### config.mk
export PLATFORM = sky130hd
export DESIGN_NAME = if_fetch_stage
export DESIGN_NICKNAME = d
export VERILOG_FILES = /design/src/rtl/if_fetch_stage.sv
export SDC_FILE = /design/constraint.sdc
export NUM_CORES = 1
export LEC_CHECK = 0
export BUFFER_PORTS_ARGS = -buffer_cell sky130_fd_sc_hd__clkbuf_2
export CORE_ASPECT_RATIO = 0.75
export CORE_UTILIZATION = 55
export DETAILED_ROUTE_END_ITERATION = 10
export GPL_ROUTABILITY_DRIVEN = 0
export HOLD_SLACK_MARGIN = 0.1
export PLACE_DENSITY = 0.88
export SYNTH_ARGS = -nofsm -noshare
export SYNTH_HDL_FRONTEND = slang
export SYNTH_SLANG_ARGS = --single-unit
### constraint.sdc
create_clock -name clk -period 12.04 [get_ports clk]
set_clock_uncertainty 0.2 [all_clocks]
set_input_delay 2.408 -clock clk [delete_from_list [all_inputs] [get_ports clk]]
set_output_delay 2.408 -clock clk [all_outputs]
set_load 0.01 [all_outputs]
### src/rtl/if_fetch_stage.sv
// Instruction fetch stage: owns the PC, issues in-order imem requests, buffers responses for decode.
// Optional macro IF_PERF_CNT_EN adds perf_fetch_bubbles / perf_redirects counters.
module if_fetch_stage #(
  parameter logic [31:0] RESET_PC        = 32'h0000_0000,
  parameter int          FIFO_DEPTH      = 2,
  parameter int          MAX_OUTSTANDING = 2
) (
  input  logic        clk,
  input  logic        rst_n,
  // Handshakes: a request transfers on a cycle with imem_req & imem_gnt; a word reaches
  // decode on a cycle with inst_valid & ~stall; outputs hold while stall is high.
  output logic        imem_req,
  output logic [31:0] imem_addr,
  input  logic        imem_gnt,
  input  logic        imem_rvalid,
  input  logic [31:0] imem_rdata,
  input  logic        redirect_valid,
  input  logic [31:0] redirect_pc,
  input  logic        stall,
  output logic        inst_valid,
  output logic [31:0] inst_code,
  output logic [31:0] inst_pc,
  output logic [1:0]  fsm_state_o
`ifdef IF_PERF_CNT_EN
  ,
  output logic [31:0] perf_fetch_bubbles,
  output logic [31:0] perf_redirects
`endif
);

  localparam int CW = 4;
  localparam int PW = $clog2(FIFO_DEPTH);
  localparam int QW = (MAX_OUTSTANDING > 1) ? $clog2(MAX_OUTSTANDING) : 1;
  localparam logic [CW:0]   DEPTH_C = FIFO_DEPTH[CW:0];
  localparam logic [CW-1:0] MAXO_C  = MAX_OUTSTANDING[CW-1:0];
  localparam logic [QW-1:0] QLAST_C = QW'(MAX_OUTSTANDING - 1);
  localparam logic [31:0]   NOP_C   = 32'h0000_0013;

  typedef enum logic [1:0] {ST_BOOT = 2'd0, ST_RUN = 2'd1, ST_FLUSH = 2'd2} state_e;

  state_e        state_q, state_d;
  logic [31:0]   pc_q, pc_d;
  logic [CW-1:0] out_q, out_d;
  logic [CW-1:0] disc_q, disc_d;
  logic [CW-1:0] cnt_q, cnt_d;
  logic [PW-1:0] head_q, tail_q;
  logic [QW-1:0] pq_wr_q, pq_rd_q;
  logic [31:0]   code_q [FIFO_DEPTH];
  logic [31:0]   fpc_q  [FIFO_DEPTH];
  logic [31:0]   pq_q   [MAX_OUTSTANDING];

  logic          fetching, gnt, rsp, push, pop;
  logic [CW:0]   occ;
  logic          unused_rpc_lo;

  assign unused_rpc_lo = ^redirect_pc[1:0];
  assign imem_addr     = pc_q;
  assign inst_code     = code_q[head_q];
  assign inst_pc       = fpc_q[head_q];
  assign fsm_state_o   = state_q;

  // A word popped this cycle frees its slot, so a full stream sustains one fetch per cycle.
  always_comb begin
    inst_valid = (cnt_q != '0) && !redirect_valid;
    pop        = inst_valid && !stall;
    occ        = {1'b0, out_q} + {1'b0, cnt_q} - (CW + 1)'(pop);
    fetching   = (state_q != ST_BOOT) && !redirect_valid;
    imem_req   = fetching && (occ < DEPTH_C) && (out_q < MAXO_C);
    gnt        = imem_req && imem_gnt;
    rsp        = imem_rvalid && (out_q != '0);
    push       = rsp && !redirect_valid && (disc_q == '0);
  end

  always_comb begin
    pc_d    = pc_q;
    disc_d  = disc_q;
    state_d = state_q;
    out_d   = out_q + CW'(gnt) - CW'(rsp);
    cnt_d   = cnt_q + CW'(push) - CW'(pop);
    if (gnt) pc_d = pc_q + 32'd4;
    if (rsp && (disc_q != '0)) disc_d = disc_q - CW'(1);
    case (state_q)
      ST_BOOT:  state_d = ST_RUN;
      ST_FLUSH: if (disc_d == '0) state_d = ST_RUN;
      default:  state_d = state_q;
    endcase
    // Everything still in flight after this cycle's accounting belongs to the old path.
    if (redirect_valid) begin
      pc_d   = {redirect_pc[31:2], 2'b00};
      disc_d = out_d;
      cnt_d  = '0;
      if (state_q != ST_BOOT) state_d = (out_d != '0) ? ST_FLUSH : ST_RUN;
    end
  end

  always_ff @(posedge clk or negedge rst_n) begin
    if (!rst_n) begin
      state_q <= ST_BOOT;
      pc_q    <= RESET_PC;
      out_q   <= '0;
      disc_q  <= '0;
      cnt_q   <= '0;
      head_q  <= '0;
      tail_q  <= '0;
      pq_wr_q <= '0;
      pq_rd_q <= '0;
      for (int i = 0; i < FIFO_DEPTH; i++) begin
        code_q[i] <= NOP_C;
        fpc_q[i]  <= RESET_PC;
      end
      for (int i = 0; i < MAX_OUTSTANDING; i++) pq_q[i] <= RESET_PC;
    end else begin
      state_q <= state_d;
      pc_q    <= pc_d;
      out_q   <= out_d;
      disc_q  <= disc_d;
      cnt_q   <= cnt_d;
      if (gnt) begin
        pq_q[pq_wr_q] <= pc_q;
        pq_wr_q       <= (pq_wr_q == QLAST_C) ? '0 : pq_wr_q + QW'(1);
      end
      if (rsp) pq_rd_q <= (pq_rd_q == QLAST_C) ? '0 : pq_rd_q + QW'(1);
      if (redirect_valid) begin
        head_q <= '0;
        tail_q <= '0;
      end else begin
        if (push) begin
          code_q[tail_q] <= imem_rdata;
          fpc_q[tail_q]  <= pq_q[pq_rd_q];
          tail_q         <= tail_q + PW'(1);
        end
        if (pop) head_q <= head_q + PW'(1);
      end
    end
  end

  assert property (@(posedge clk) disable iff (!rst_n) !(push && ({1'b0, cnt_q} == DEPTH_C)));
  assert property (@(posedge clk) disable iff (!rst_n) !(gnt && (out_q >= MAXO_C)));

`ifdef IF_PERF_CNT_EN
  logic [31:0] bub_q, redir_q;

  always_ff @(posedge clk or negedge rst_n) begin
    if (!rst_n) begin
      bub_q   <= '0;
      redir_q <= '0;
    end else begin
      if ((state_q == ST_RUN) && !inst_valid && (bub_q != 32'hFFFF_FFFF)) bub_q <= bub_q + 32'd1;
      if (redirect_valid && (redir_q != 32'hFFFF_FFFF)) redir_q <= redir_q + 32'd1;
    end
  end

  assign perf_fetch_bubbles = bub_q;
  assign perf_redirects     = redir_q;
`endif

endmodule

==> results.ini <==
[status]
outcome = completed

[logic_synthesis]
synth_largest_area_cell = dfrtp_1
yosys.cell_count.top_type = dfrtp_1
synth_flop_cell = dfrtp_1
syn_area_per_cell_um2 = 11.9
synth_top_family_by_area = multiplexers
ys_types = 59
yosysWarnings = 0
synthTopCellsByArea = dfrtp_1, mux2_2, mux2i_1
synth_adder_area_share = 0.0272
synth_seq_cells = 232
synth_cells = 918
async_flop_share = 1.00
ys_seq_area_frac = 0.531
synth_compound_area_frac = 0.0743
synth.area.mux_share = 0.223
synth-xor-area-share = 0.0160
synth-simple-area-share = 0.0932
synth_area_um2 = 10900
synth_edf_count = 0
synth_top_area_share = 0.517
synth_commonest_cells = dfrtp_1, mux2_2, nand2_1

[global_routing]
grt_start_max_net_pins = 94
grt_first_pass_wirelength_um = 38400
overflow = 0
grt_pass1_vias = 7518
grtUsageTotal = 0.240
antenna_found_initial = 0

[clock_tree]
cts_tree = built
cts_max_level = 1
clkTransAtPathRegs_ns = 0.06
cts_made_buffers = 22
post_cts_buffers = 0
cts.sinks = 232
insertion_delay_ns = 0.50
ctsRootBufferMaster = clkbuf_16
cts-resized-gates = 0
cts_max_path_buffers = 3
ctsHoldBuffers = 0

[floorplanning]
io_pins = 170
fp.dieW_um = 165
coreArea_um2 = 19400
initial_utilization = 0.563
die_y_um = 124
rows = 44
dieArea_um2 = 20500

[sta]
period_share = 0.692
max_freq_mhz = 120
rsz0062_at_grt = false
hold_viol = 0
tightest_slew_ns = 1.07
period_minus_slack_ns = 8.33
fin_tns_setup_ns = 0
setup_viol = 0
finalWorstSetupSlack_ns = 3.71
timing.hold.ws_ns = 0.277
max_slew_margin = 0.285
slew_viol_final = 0

[place]
hpwl_um = 16100
port_buffers = 163
dpl_worst_slack_ns = 3.74
dp.cells = 1289
dpl_cell_area_um2 = 11900

[layout]
finalInstanceArea_um2 = 12600
instances_no_fill = 1329
syn2layout_area_growth_pct = 15.3
nNetsFinal = 1152
fin_util = 0.649
diodes = 0
fillCellCount = 1461
layout-drive-gt1-share = 0.385

[power]
power_mw = 2.69
peakVddDrop_mv = 0.135
power_density_nw_per_um2 = 213
power.leakage_nw = 6.14

[critical_path]
start_kind = input pin
reg2reg_from = cnt_q[2]
critPathKind = in2out
critPathLaunch = redirect_valid
worstPathRequired_ns = 9.43
crit_path_end_kind = primary output
cp.arrival_ns = 5.72
worstPathMaxFanout = 52

[route]
drt_iter0_drc = 478
drtAntennaViolNets = 0
dr.pass1.iters = 5
drt-wirelength-per-cell_um = 18.1
vias_per_cell = 5.74
vias = 7634
drt_wl_total_um = 24000
drc = 0

[min_path]
hold_start = fpc_q[18]
hold_class = reg2reg

[flow_run]
max_cap_violations = 0

==> area by class of cell <==
| cell class | count | area, µm² | area share |
|---|---|---|---|
| clock inverter | 9 | 76.3 | 0.00605 |
| inverter | 31 | 116 | 0.00922 |
| sequential | 232 | 5820 | 0.461 |
| clock buffer | 31 | 626 | 0.0496 |
| tap | 253 | 317 | 0.0251 |
| timing repair buffer | 171 | 886 | 0.0702 |
| multi-input combinational | 602 | 4780 | 0.379 |
==> kinds of logic after synthesis <==
family,count (synthesis)
buffers and inverters,87
AO/OA/AOI/OAI,134
adder cells (fa/ha/maj),22
AND/OR/NAND/NOR,202
multiplexers,220
flip-flops,232
other,1
XOR/XNOR,20
==> flip-flops by register name (all words and copies together) (netlist names), 2 cells and up <==
name	cells
cnt_q	4
disc_q	4
fsm_state_o	2
out_q	4
code_q	64
pq_q	60
imem_addr	30
fpc_q	60
==> report_power, final <==
part	total (mW)	switching, mW	internal [mW]
sequential	1.09	0.140	0.953
clock	0.675	0.289	0.386
combinational	0.925	0.492	0.433
total	2.69	0.921	1.77
==> layout by cell type (no fill, tap or decap), drive strengths merged, types with 5 or more instances in the layout <==
cell | Yosys | final
dfrtp | 226 | 226
clkbuf | 26 | 193
mux2 | 187 | 187
nand2 | 70 | 70
nor2 | 54 | 54
o21ai | 54 | 54
a21oi | 41 | 41
mux2i | 33 | 33
inv | 31 | 31
ha | 19 | 19
xnor2 | 16 | 16
nor4 | 14 | 14
nand3 | 12 | 12
nand4 | 10 | 10
a221o | 9 | 9
buf | 30 | 9
clkinv | 0 | 7
and2 | 6 | 6
dfstp | 6 | 6
nor3 | 6 | 6
nand2b | 5 | 5
nor3b | 5 | 5
==> routing by layer <==
| metal | track usage | wire length [µm] |
|---|---|---|
| met3 | 0.0410 | 1490 |
| met4 | 0.0614 | 567 |
| met1 | 0.341 | 10700 |
| met2 | 0.383 | 11200 |
| met5 | 0 | 0 |
==> worst paths after layout <==
check | slack, ns | endpoint | cells past startpoint
worst max-delay path | 3.71 | imem_req | 12
worst min-delay path | 0.28 | fpc_q[18] | 2
worst max register to register | 6.01 | fsm_state_o[1] | 21
worst min register to register | 0.28 | fpc_q[18] | 2
max in group asynchronous | 7.61 | head_q | 3
min in group asynchronous | 1.69 | fpc_q[54] | 1
==> worst max-delay path, stage by stage <==
cell,delay (ns)
clkbuf_2,0.08
buf_4,0.28
a31oi_1,0.23
nor2b_1,0.35
ha_1,0.30
nand2b_1,0.17
fa_1,0.41
nand2b_1,0.16
a21oi_1,0.15
xor2_1,0.85
nor3b_1,0.13
clkbuf_2,0.18
Note: power is estimated with default switching activity, not from simulation.
